--- src/rtl/valu_pkg.sv ---
// Shared definitions for the vector add/sub result stages: sew codes, opSel bit
// positions and the 10-bit-per-lane layout of the packed adder sum.
package valu_pkg;

    localparam int DATA_W      = 64;
    localparam int LANES       = 8;
    localparam int LANE_STRIDE = 10;
    localparam int PACK_W      = LANES * LANE_STRIDE + 1;

    // Field offsets inside one lane: bit 0 is the guard, 1..8 the sum byte, 9 the extension.
    localparam int LANE_SUM_LSB = 1;
    localparam int LANE_MSB_BIT = 8;
    localparam int LANE_X_BIT   = 9;

    localparam int OP_SUB    = 1;
    localparam int OP_SIGNED = 2;
    localparam int OP_SAT    = 4;

    typedef enum logic [1:0] {
        SEW_8  = 2'd0,
        SEW_16 = 2'd1,
        SEW_32 = 2'd2,
        SEW_64 = 2'd3
    } sew_e;

    // Index of the most significant lane of element e; the 3-bit wrap makes sew=3 land on lane 7.
    function automatic logic [2:0] top_lane(input logic [2:0] e, input logic [1:0] sew);
        return (e << sew) | ((3'd1 << sew) - 3'd1);
    endfunction

endpackage

--- src/rtl/vadd_result_pack_if.sv ---
// Beat-level handshake bundle between the adder result stage and its neighbours.
// slave is the stage's view, master the producer/consumer side.
interface vadd_result_pack_if #(
    parameter int REQ_DATA_WIDTH = 64,
    parameter int SEW_WIDTH      = 2,
    parameter int OPSEL_WIDTH    = 6,
    parameter int TAG_WIDTH      = 8
);
    logic                        in_valid;
    logic                        in_ready;
    logic [REQ_DATA_WIDTH+16:0]  in_result;
    logic [SEW_WIDTH-1:0]        in_sew;
    logic [OPSEL_WIDTH-1:0]      in_opSel;
    logic [TAG_WIDTH-1:0]        in_tag;
    logic                        out_valid;
    logic                        out_ready;
    logic [REQ_DATA_WIDTH-1:0]   out_data;
    logic [7:0]                  out_cmask;
    logic                        out_vxsat;
    logic [TAG_WIDTH-1:0]        out_tag;
    logic                        vxsat_sticky;
    logic                        vxsat_clr;

    modport slave (
        input  in_valid, in_result, in_sew, in_opSel, in_tag, out_ready, vxsat_clr,
        output in_ready, out_valid, out_data, out_cmask, out_vxsat, out_tag, vxsat_sticky
    );

    modport master (
        output in_valid, in_result, in_sew, in_opSel, in_tag, out_ready, vxsat_clr,
        input  in_ready, out_valid, out_data, out_cmask, out_vxsat, out_tag, vxsat_sticky
    );
endinterface

--- src/rtl/vadd_sat_lane.sv ---
// Combinational extract/saturate of all elements of one packed sum for the given sew.
// Latency: none (pure logic). Backpressure: n/a, owned by the enclosing stage.
module vadd_sat_lane
    import valu_pkg::*;
(
    input  logic [PACK_W-1:0] res_i,
    input  sew_e              sew_i,
    input  logic              is_sub_i,
    input  logic              sat_i,
    input  logic              sgn_i,
    output logic [DATA_W-1:0] data_o,
    output logic [LANES-1:0]  cmask_o,
    output logic              vxsat_o
);
    logic [DATA_W-1:0] sum;
    logic [LANES-1:0]  x_lane;
    logic [LANES-1:0]  m_lane;
    logic [LANES-1:0]  ovf_elem;
    logic [2:0]        byte_elem [LANES];
    logic [2:0]        byte_top  [LANES];
    logic              unused_guard;

    // Guard bits and bit 80 carry no information for this stage.
    assign unused_guard = ^res_i;

    always_comb begin
        sum    = '0;
        x_lane = '0;
        m_lane = '0;
        for (int k = 0; k < LANES; k++) begin
            sum[8*k +: 8] = res_i[LANE_STRIDE*k + LANE_SUM_LSB +: 8];
            x_lane[k]     = res_i[LANE_STRIDE*k + LANE_X_BIT];
            m_lane[k]     = res_i[LANE_STRIDE*k + LANE_MSB_BIT];
        end
    end

    always_comb begin
        cmask_o  = '0;
        ovf_elem = '0;
        for (int e = 0; e < LANES; e++) begin
            if (e < (LANES >> sew_i)) begin
                if (!sat_i) begin
                    cmask_o[e] = is_sub_i ? x_lane[top_lane(3'(e), sew_i)]
                                          : ~x_lane[top_lane(3'(e), sew_i)];
                end else if (!sgn_i) begin
                    ovf_elem[e] = is_sub_i ? ~x_lane[top_lane(3'(e), sew_i)]
                                           : x_lane[top_lane(3'(e), sew_i)];
                end else begin
                    ovf_elem[e] = x_lane[top_lane(3'(e), sew_i)] ^ m_lane[top_lane(3'(e), sew_i)];
                end
            end
        end
    end

    // Clamp values are built byte by byte: the extension bit tells which rail was crossed.
    always_comb begin
        data_o = sum;
        for (int b = 0; b < LANES; b++) begin
            byte_elem[b] = 3'(b) >> sew_i;
            byte_top[b]  = top_lane(byte_elem[b], sew_i);
            if (ovf_elem[byte_elem[b]]) begin
                if (!sgn_i) begin
                    data_o[8*b +: 8] = {8{x_lane[byte_top[b]]}};
                end else if (3'(b) == byte_top[b]) begin
                    data_o[8*b +: 8] = {x_lane[byte_top[b]], {7{~x_lane[byte_top[b]]}}};
                end else begin
                    data_o[8*b +: 8] = {8{~x_lane[byte_top[b]]}};
                end
            end
        end
    end

    assign vxsat_o = |ovf_elem;

endmodule

--- src/rtl/vadd_result_pack.sv ---
// Strips guard bits from the packed add/sub sum, saturates, and emits per-element carry masks.
// Latency 1 cycle; 1 beat/cycle. A 1-entry skid absorbs a stall; in_ready is registered.
module vadd_result_pack
    import valu_pkg::*;
#(
    parameter int REQ_DATA_WIDTH = 64,
    parameter int SEW_WIDTH      = 2,
    parameter int OPSEL_WIDTH    = 6,
    parameter int TAG_WIDTH      = 8
) (
    input logic               clk,
    input logic               rst,
    vadd_result_pack_if.slave bus
);
    typedef struct packed {
        logic [REQ_DATA_WIDTH-1:0] data;
        logic [7:0]                cmask;
        logic                      vxsat;
        logic [TAG_WIDTH-1:0]      tag;
    } beat_t;

    logic [SEW_WIDTH-1:0]      sew;
    logic [OPSEL_WIDTH-1:0]    op_sel;
    logic [REQ_DATA_WIDTH-1:0] calc_data;
    logic [7:0]                calc_cmask;
    logic                      calc_vxsat;
    beat_t                     new_beat;
    beat_t                     out_q, out_d, skid_q, skid_d;
    logic                      out_vld_q, out_vld_d;
    logic                      skid_vld_q, skid_vld_d;
    logic                      in_rdy_q, in_rdy_d;
    logic                      sticky_q, sticky_d;
    logic                      accept;
    logic                      out_fire;

    assign sew    = bus.in_sew;
    assign op_sel = bus.in_opSel;

    vadd_sat_lane u_sat (
        .res_i    (bus.in_result),
        .sew_i    (sew_e'(sew)),
        .is_sub_i (op_sel[OP_SUB]),
        .sat_i    (op_sel[OP_SAT]),
        .sgn_i    (op_sel[OP_SIGNED]),
        .data_o   (calc_data),
        .cmask_o  (calc_cmask),
        .vxsat_o  (calc_vxsat)
    );

    always_comb begin
        accept     = bus.in_valid & in_rdy_q;
        out_fire   = out_vld_q & bus.out_ready;
        new_beat   = '{data: calc_data, cmask: calc_cmask, vxsat: calc_vxsat, tag: bus.in_tag};
        out_d      = out_q;
        out_vld_d  = out_vld_q;
        skid_d     = skid_q;
        skid_vld_d = skid_vld_q;
        if (!out_vld_q || bus.out_ready) begin
            // Output slot frees this cycle: the skid (older) drains before any new beat.
            if (skid_vld_q) begin
                out_d      = skid_q;
                out_vld_d  = 1'b1;
                skid_vld_d = accept;
                if (accept) begin
                    skid_d = new_beat;
                end
            end else if (accept) begin
                out_d     = new_beat;
                out_vld_d = 1'b1;
            end else begin
                out_vld_d = 1'b0;
            end
        end else if (accept) begin
            skid_d     = new_beat;
            skid_vld_d = 1'b1;
        end
        in_rdy_d = ~skid_vld_d;
        sticky_d = (sticky_q & ~bus.vxsat_clr) | (out_fire & out_q.vxsat);
    end

    always_ff @(posedge clk or negedge rst) begin
        if (!rst) begin
            out_q      <= '0;
            out_vld_q  <= 1'b0;
            skid_q     <= '0;
            skid_vld_q <= 1'b0;
            in_rdy_q   <= 1'b0;
            sticky_q   <= 1'b0;
        end else begin
            out_q      <= out_d;
            out_vld_q  <= out_vld_d;
            skid_q     <= skid_d;
            skid_vld_q <= skid_vld_d;
            in_rdy_q   <= in_rdy_d;
            sticky_q   <= sticky_d;
        end
    end

    assign bus.in_ready     = in_rdy_q;
    assign bus.out_valid    = out_vld_q;
    assign bus.out_data     = out_q.data;
    assign bus.out_cmask    = out_q.cmask;
    assign bus.out_vxsat    = out_q.vxsat;
    assign bus.out_tag      = out_q.tag;
    assign bus.vxsat_sticky = sticky_q;

endmodule

--- src/flat_wrapper.sv ---
// flat-port wrapper written by rule: the top's interface ports become plain ports
module vadd_result_pack_flat import valu_pkg::*;
#(
    parameter int REQ_DATA_WIDTH = 64,
    parameter int SEW_WIDTH      = 2,
    parameter int OPSEL_WIDTH    = 6,
    parameter int TAG_WIDTH      = 8
)
  (clk, rst, bus_in_valid, bus_in_result, bus_in_sew, bus_in_opSel, bus_in_tag, bus_out_ready, bus_vxsat_clr, bus_in_ready, bus_out_valid, bus_out_data, bus_out_cmask, bus_out_vxsat, bus_out_tag, bus_vxsat_sticky);
  vadd_result_pack_if #(.REQ_DATA_WIDTH(REQ_DATA_WIDTH), .SEW_WIDTH(SEW_WIDTH), .OPSEL_WIDTH(OPSEL_WIDTH), .TAG_WIDTH(TAG_WIDTH)) bus_i ();
  input logic clk;
  input logic rst;
  input wire logic [$bits(bus_i.in_valid)-1:0] bus_in_valid;
  input wire logic [$bits(bus_i.in_result)-1:0] bus_in_result;
  input wire logic [$bits(bus_i.in_sew)-1:0] bus_in_sew;
  input wire logic [$bits(bus_i.in_opSel)-1:0] bus_in_opSel;
  input wire logic [$bits(bus_i.in_tag)-1:0] bus_in_tag;
  input wire logic [$bits(bus_i.out_ready)-1:0] bus_out_ready;
  input wire logic [$bits(bus_i.vxsat_clr)-1:0] bus_vxsat_clr;
  output wire logic [$bits(bus_i.in_ready)-1:0] bus_in_ready;
  output wire logic [$bits(bus_i.out_valid)-1:0] bus_out_valid;
  output wire logic [$bits(bus_i.out_data)-1:0] bus_out_data;
  output wire logic [$bits(bus_i.out_cmask)-1:0] bus_out_cmask;
  output wire logic [$bits(bus_i.out_vxsat)-1:0] bus_out_vxsat;
  output wire logic [$bits(bus_i.out_tag)-1:0] bus_out_tag;
  output wire logic [$bits(bus_i.vxsat_sticky)-1:0] bus_vxsat_sticky;
  assign bus_i.in_valid = bus_in_valid;
  assign bus_i.in_result = bus_in_result;
  assign bus_i.in_sew = bus_in_sew;
  assign bus_i.in_opSel = bus_in_opSel;
  assign bus_i.in_tag = bus_in_tag;
  assign bus_i.out_ready = bus_out_ready;
  assign bus_i.vxsat_clr = bus_vxsat_clr;
  assign bus_in_ready = bus_i.in_ready;
  assign bus_out_valid = bus_i.out_valid;
  assign bus_out_data = bus_i.out_data;
  assign bus_out_cmask = bus_i.out_cmask;
  assign bus_out_vxsat = bus_i.out_vxsat;
  assign bus_out_tag = bus_i.out_tag;
  assign bus_vxsat_sticky = bus_i.vxsat_sticky;
  vadd_result_pack #(.REQ_DATA_WIDTH(REQ_DATA_WIDTH), .SEW_WIDTH(SEW_WIDTH), .OPSEL_WIDTH(OPSEL_WIDTH), .TAG_WIDTH(TAG_WIDTH)) u_core (.clk(clk), .rst(rst), .bus(bus_i));
endmodule
--- config.mk ---
export PLATFORM = sky130hd
export DESIGN_NAME = vadd_result_pack_flat
export DESIGN_NICKNAME = d
export VERILOG_FILES = /design/src/rtl/valu_pkg.sv /design/src/rtl/vadd_result_pack_if.sv /design/src/rtl/vadd_sat_lane.sv /design/src/rtl/vadd_result_pack.sv /design/src/flat_wrapper.sv
export SDC_FILE = /design/constraint.sdc
export NUM_CORES = 1
export LEC_CHECK = 0
export ABC_AREA = 1
export CORE_MARGIN = 4
export CORE_UTILIZATION = 35
export DETAILED_ROUTE_END_ITERATION = 12
export GPL_TIMING_DRIVEN = 0
export PLACE_DENSITY = 0.61
export SETUP_SLACK_MARGIN = 0.02
export SLEW_MARGIN = 20
export SYNTH_ARGS = -nofsm -noshare
export SYNTH_HDL_FRONTEND = slang
export SYNTH_SLANG_ARGS = --single-unit
--- constraint.sdc ---
create_clock -name clk -period 2 [get_ports clk]
set_clock_uncertainty 0.05 [all_clocks]
set_input_delay 0.2 -clock clk [delete_from_list [all_inputs] [get_ports clk]]
set_output_delay 0.2 -clock clk [all_outputs]
set_load 0.005 [all_outputs]
Yosys cells after proc, flatten, opt, wreduce, memory -nomap -nowiden
Cells that the tools add are included.
{ "word_totals": {"regBits": 166, "latch_bits": 0, "ramBits": 0, "mem_bits_ro": 0, "input_bits": 102, "out_inout_bits": 84, "elab_cells": 285, "mem_count": 0} }
{ "op_classes": {"addsub": 1, "n_mul": 0, "n_div": 0, "n_lt_le_gt_ge": 32, "n_eq_ne": 8, "n_shift": 25, "mux": 154, "bitwise": 47, "reduce_logical": 6} }
{ "ops": {"columns": ["cell", "n"], "rows": [
  ["two-way mux 81 bit", 5],
  ["two-way mux 8 bit", 24],
  ["< comparator 4 x 32 -> 1 bit (first input constant)", 4],
  ["binary-select mux 1 bit (select 3 bit)", 32],
  ["< comparator 3 x 4 -> 1 bit (second input constant)", 24],
  ["two-way mux 1 bit", 93],
  ["< comparator 3 x 32 -> 1 bit (first input constant)", 2],
  ["bitwise OR 3 bit", 16],
  ["< comparator 1 x 32 -> 1 bit (first input constant)", 1],
  ["< comparator 2 x 32 -> 1 bit (first input constant)", 1],
  [">> shifter 4 x 2 -> 32 bit (first input constant)", 1],
  ["<< shifter 3 x 2 -> 3 bit", 8],
  ["inverter 1 bit", 18],
  ["== test 3 bit (first input constant)", 4],
  ["<< shifter 3 x 2 -> 3 bit (first input constant)", 4],
  [">> shifter 3 x 2 -> 3 bit (first input constant)", 4],
  ["OR reduction 8 bit", 1],
  ["bitwise XOR 1 bit", 8],
  ["== test 2 x 3 -> 1 bit (first input constant)", 2],
  ["<< shifter 1 x 2 -> 3 bit (first input constant)", 2],
  ["<< shifter 2 x 2 -> 3 bit (first input constant)", 2],
  [">> shifter 1 x 2 -> 3 bit (first input constant)", 2],
  [">> shifter 2 x 2 -> 3 bit (first input constant)", 2],
  ["bitwise AND 1 bit", 4],
  ["other kinds (9)", 9]
]} }

Longest topological paths before layout
{ "depth": {"ltp_word": 16, "ltp_mapped": 26, "ltp_nobuf": 21} }

Cells and area by module
A second synthesis with hierarchy kept.
{ "unflattened": {"hier_cells": 1533, "hier_area_um2": 10909.2} }
{ "by_module_without_submodules": {"columns": ["module", "instances", "cells_each", "area_each_um2", "seq_area_each_um2"], "rows": [
  ["vadd_result_pack", 1, 980, 8122.8, 4154.0],
  ["vadd_sat_lane", 1, 553, 2786.4, 0.0]
]} }

Worst setup path before layout
Ideal clock, no wire load.
{ "synth_timing": {"path_type": "input to register", "from": "input bus_in_sew[1]", "to": "register u_core.out_q (netlist bit u_core.bus.out_data[60])", "setup_ps": 116, "arrival_ps": 3018, "required_time_ps": 1834, "setup_slack_ps": -1184, "path_stages": 24, "n_path_buf": 5, "path_cell_list": "buf_4 > buf_4 > inv_2 > ha_1 > inv_2 > buf_6 > buf_4 > ha_1 > nand2_2 > nand2_2 > nand2_1 > xor2_1 > nand2_1 > nand3_1 > o21ai_0 > inv_1 > nand2_1 > nand2_2 > nand2_1 > nand2_2 > buf_6 > nand3_1 > nand2_1 > nand2_1"} }
{ "synth_between": {"elab_chain_cells": 15, "elab_cells_between_ends": 119, "cone_classes": "1 x add/sub; 8 x order compare; 11 x shift; 73 x mux; 26 x bitwise"} }
{ "synth_lines": {"columns": ["item", "line_no", "source"], "rows": [
  ["start, declared", "flat_wrapper.sv:15", "input wire logic [$bits(bus_i.in_sew)-1:0] bus_in_sew;"],
  ["<< shifter 1 x 2 -> 3 bit", "valu_pkg.sv:28", "return (e << sew) | ((3'd1 << sew) - 3'd1);"],
  ["subtractor 3 x 1 -> 3 bit", "valu_pkg.sv:28", null],
  ["bitwise OR 3 bit", "valu_pkg.sv:28", null],
  ["binary-select mux 1 bit (select 3 bit)", "vadd_sat_lane.sv:46, vadd_sat_lane.sv:47, vadd_sat_lane.sv:49", null],
  ["two-way mux 1 bit (not written as such)", "vadd_sat_lane.sv:46, vadd_sat_lane.sv:47, vadd_sat_lane.sv:49", null],
  ["inverter 1 bit", "vadd_sat_lane.sv:46", "ovf_elem[e] = is_sub_i ? ~x_lane[top_lane(3'(e), sew_i)]"],
  ["two-way mux 1 bit", "vadd_sat_lane.sv:46", null],
  ["two-way mux 1 bit", "vadd_sat_lane.sv:45", "end else if (!sgn_i) begin"],
  ["two-way mux 1 bit", "vadd_sat_lane.sv:42", "if (!sat_i) begin"],
  ["two-way mux 1 bit", "vadd_sat_lane.sv:41", "if (e < (LANES >> sew_i)) begin"],
  ["binary-select mux 1 bit (select 3 bit)", "vadd_sat_lane.sv:61", "if (ovf_elem[byte_elem[b]]) begin"],
  ["two-way mux 1 bit (not written as such)", "vadd_sat_lane.sv:61", null],
  ["two-way mux 8 bit (*)", "vadd_sat_lane.sv:61", null],
  ["two-way mux 81 bit (*)", "vadd_result_pack.sv:67", "end else if (accept) begin"],
  ["two-way mux 81 bit (*)", "vadd_result_pack.sv:60", "if (skid_vld_q) begin"],
  ["end signal, assigned", "vadd_result_pack.sv:90", "out_q <= out_d;"],
  ["end, declared", "vadd_result_pack.sv:28", "beat_t out_q, out_d, skid_q, skid_d;"]
]} }
Every way passes the cells marked *; elsewhere a longest branch is shown, timed or not. The select of a mux whose other input is x is not followed.
A chain may end at the register's enable or synchronous reset.

Final worst setup path
{ "layout_timing": {"from": "input bus_in_sew[1]", "to": "register u_core.out_q (netlist bit u_core.bus.out_data[16])"} }
Same word-level chain as after synthesis.

==> impl_metrics.json <==
{
  "path_clk_slew_ns": 0.07,
  "crit_path_max_fanout": 6,
  "worstPathArrival_ns": 3.10,
  "ant_nets": 0,
  "rsz0062_at_grt": "yes",
  "synth_cells": 1383,
  "seq_power_share_pct": 30.7,
  "grt_pass1_wl_mm": 59.42,
  "htree_levels": 4,
  "dp_cells": 1933,
  "power_mw": 19.13,
  "dieArea_um2": 30990,
  "io_buffers": 171,
  "drc_errors": 0,
  "hp-class": "in2async",
  "grtUsageTotal_pct": 24.30,
  "final_cells": 2034,
  "synth_top_area_share_pct": 42.03,
  "reg2reg_setup_slack_ns": -0.26,
  "synthToLayoutAreaGrowth_pct": 48.96,
  "viasPerCell": 5.315,
  "gp_congestion": 0.9632,
  "diodes": 0,
  "seqCellArea_um2": 4154,
  "failed_checks": "negative setup slack",
  "ios": 186,
  "run_status": "finished, violations left",
  "num_vias": 10810,
  "powerDensity_nw_per_um2": 1299,
  "start_kind": "input port",
  "worstPathRequired_ns": 2.32,
  "synth-seq-cells": 166,
  "p_sw_mw": 7.821,
  "grt_pass1_vias": 10530,
  "hold_viol_final": 0,
  "setup_violations": 134,
  "yosysMostFrequentCell": "nand2_1",
  "r2r-end": "u_core.bus.out_data[63]",
  "end_kind": "register",
  "core_um2": 27860,
  "period_share_pct": 138.6,
  "clk_path_buf_depth": 2,
  "multiInputGateArea_um2": 6148,
  "swShare_pct": 40.88,
  "firstDrtPassIters": 6,
  "grt_overflow": 0,
  "netlist_area_um2": 9883,
  "reg2regPathDepth": 9,
  "post_drt_wl_per_cell_um": 18.93,
  "ir_drop_mv": 0.5804,
  "setup-tns-final_ns": -89.32,
  "yosys-top-cells-area": "dfrtp_1, nand2_1, nand3_1",
  "die_h_um": 176.0,
  "die_w_um": 176.0,
  "synth_common_cells": "nand2_1, nand3_1, dfrtp_1, nor2_1, inv_1",
  "p_leak_nw": 7.034,
  "drt_iter0_drc": 1039,
  "grt_max_degree": 89,
  "critPathKind": "in2reg",
  "pwr-share-comb_pct": 49.3,
  "min_period_ns": 2.772,
  "initial_core_util_pct": 35.48,
  "synthFlopType": "dfrtp_1",
  "dp_hpwl_mm": 27.41,
  "nNetsFinal": 1755,
  "clkLatencyLatePin_ns": 0.43,
  "ys_async_sr_fraction_pct": 100.0,
  "r2r-start": "u_core.bus.out_valid",
  "yosysWarnings": 0,
  "cts.sinks": 166,
  "synth_fp_nets": 1494,
  "root_buffer": "clkbuf_16",
  "whs_ns": 0.2763,
  "cts_buffers": 17,
  "relSlewSlack_pct": 48.60,
  "synth_area_leader_cell": "dfrtp_1",
  "fin_area_um2": 14720,
  "synth_cell_type_count": 36,
  "wirelength_mm": 38.50,
  "cts_tree": "built",
  "p_int_mw": 11.31,
  "max_freq_mhz": 360.7,
  "synth_enable_flop_cells": 0,
  "fillers": 2656,
  "num_rows": 61,
  "pwr-share-clk_pct": 20.0,
  "syn_area_per_cell_um2": 7.146,
  "tightest_slew_ns": 0.7710,
  "maxCapViolations": 0,
  "finalMaxSlewViolations": 0,
  "drive_above_1_share_pct": 24.40,
  "fin_ws_ns": -0.7724,
  "yosysSeqAreaShare_pct": 42.03,
  "placed_cell_area_um2": 12260,
  "antenna_found_initial": 1
}
power groups by stage:
stage          combinational (mW)  clock (mW)  sequential (mW)
2_1_floorplan                4.62           0             5.79
3_3_place_gp                 8.27           0             5.89
3_5_place_dp                 8.39           0             5.90
4_1_cts                      9.09        3.86             5.86
5_1_grt                      10.4        4.00             6.07
6_report                     9.44        3.82             5.87
cell families after synthesis:
kind of cell / after synthesis / synth area share, %
compound gates: 191 / 11.14
simple gates: 844 / 37.28
fa+ha+maj: 9 / 1.139
xor+xnor: 10 / 0.8861
buf+inv: 163 / 7.520
flops: 166 / 42.03
worst max path at each step:
stage / to / slack (ns) / startpoint / depth (start not counted)
final: u_core.bus.out_data[16] / -0.77 / bus_in_sew[1] / 24
after global routing: u_core.bus.out_data[59] / -0.90 / bus_in_sew[1] / 24
after CTS: u_core.skid_q[42] / -0.70 / bus_in_sew[1] / 24
after detailed placement: u_core.bus.out_data[48] / -2.18 / bus_in_sew[1] / 24
after global placement: u_core.bus.out_tag[2] / -6.48 / rst / 1
after floorplan: u_core.bus.out_data[16] / -0.81 / bus_in_sew[1] / 23
placed cells by master, fill, tap and decap left out, types with 27 or more instances in the layout:
| cell | instances |
|---|---|
| nand3_1 | 105 |
| dfrtp_1 | 166 |
| clkbuf_1 | 29 |
| o21ai_1 | 39 |
| clkdlybuf4s50_1 | 168 |
| a31oi_1 | 38 |
| a21oi_1 | 47 |
| nand3_4 | 27 |
| inv_1 | 71 |
| nand3_2 | 65 |
| nor2_1 | 110 |
| nand2_1 | 391 |
| buf_6 | 38 |
| nand2_2 | 67 |
| nand2_4 | 35 |
| buf_4 | 43 |
sequential cells by signal, summed over array words and instances, names as in the netlist:
name                     count
u_core.skid_q               81
u_core.bus.out_data         64
u_core.bus.out_cmask         8
u_core.bus.out_tag           8
u_core.bus.in_ready          1
u_core.bus.out_valid         1
u_core.bus.out_vxsat         1
u_core.bus.vxsat_sticky      1
u_core.skid_vld_q            1
metrics by stage:
stage | util [%] | worst slack [ns]
floorplan | - | -0.8101
global placement | 43.88 | -6.484
detailed placement | 43.99 | -2.182
CTS | 51.07 | -0.7036
global route | 52.85 | -0.9016
finish | 52.85 | -0.7724
what timing repair did:
| item | in CTS | in global routing |
|---|---|---|
| endpoints found under the hold margin | 78 | 0 |
| hold buffers | 1 | 0 |
| pin swaps | 79 | 65 |
| gates cloned | 8 | 0 |
| gates resized for setup | 222 | 114 |
| endpoints found under the setup margin | 165 | 161 |
| setup buffers | 51 | 12 |
layout make-up:
class / instances / share of cell area [%]
clock buffer: 17 / 2.890
multi-input combinational: 1054 / 41.76
sequential: 166 / 28.22
clock inverter: 14 / 1.615
tap: 378 / 3.213
buffer: 79 / 3.510
timing repair buffer: 244 / 16.52
inverter: 82 / 2.269
worst max-delay path: stages:
cell and delay, ns:
buf_8 0.10, buf_8 0.11, buf_12 0.12, inv_12 0.05
ha_4 0.13, inv_4 0.04, buf_8 0.11, buf_12 0.11
ha_4 0.37, buf_8 0.16, nand3_4 0.12, nand2_2 0.12
nand2_2 0.05, nand2_2 0.08, nand2_2 0.06, nand3_4 0.10
nand3_4 0.09, buf_8 0.15, o211ai_4 0.27, nand3_4 0.16
buf_6 0.17, nand3_2 0.06, nand2_2 0.07, nand2_2 0.06
routing by layer:
metal / vias to the layer above / GRT usage [%] / wire [um]
met3: 71 / 5.289 / 2771
met5: - / 0 / 15
met1: 5241 / 32.50 / 16530
met4: 2 / 6.985 / 1061
li1: 5087 / - / -
met2: 410 / 39.85 / 18130
No activity file was read; power rests on OpenSTA's default activity.
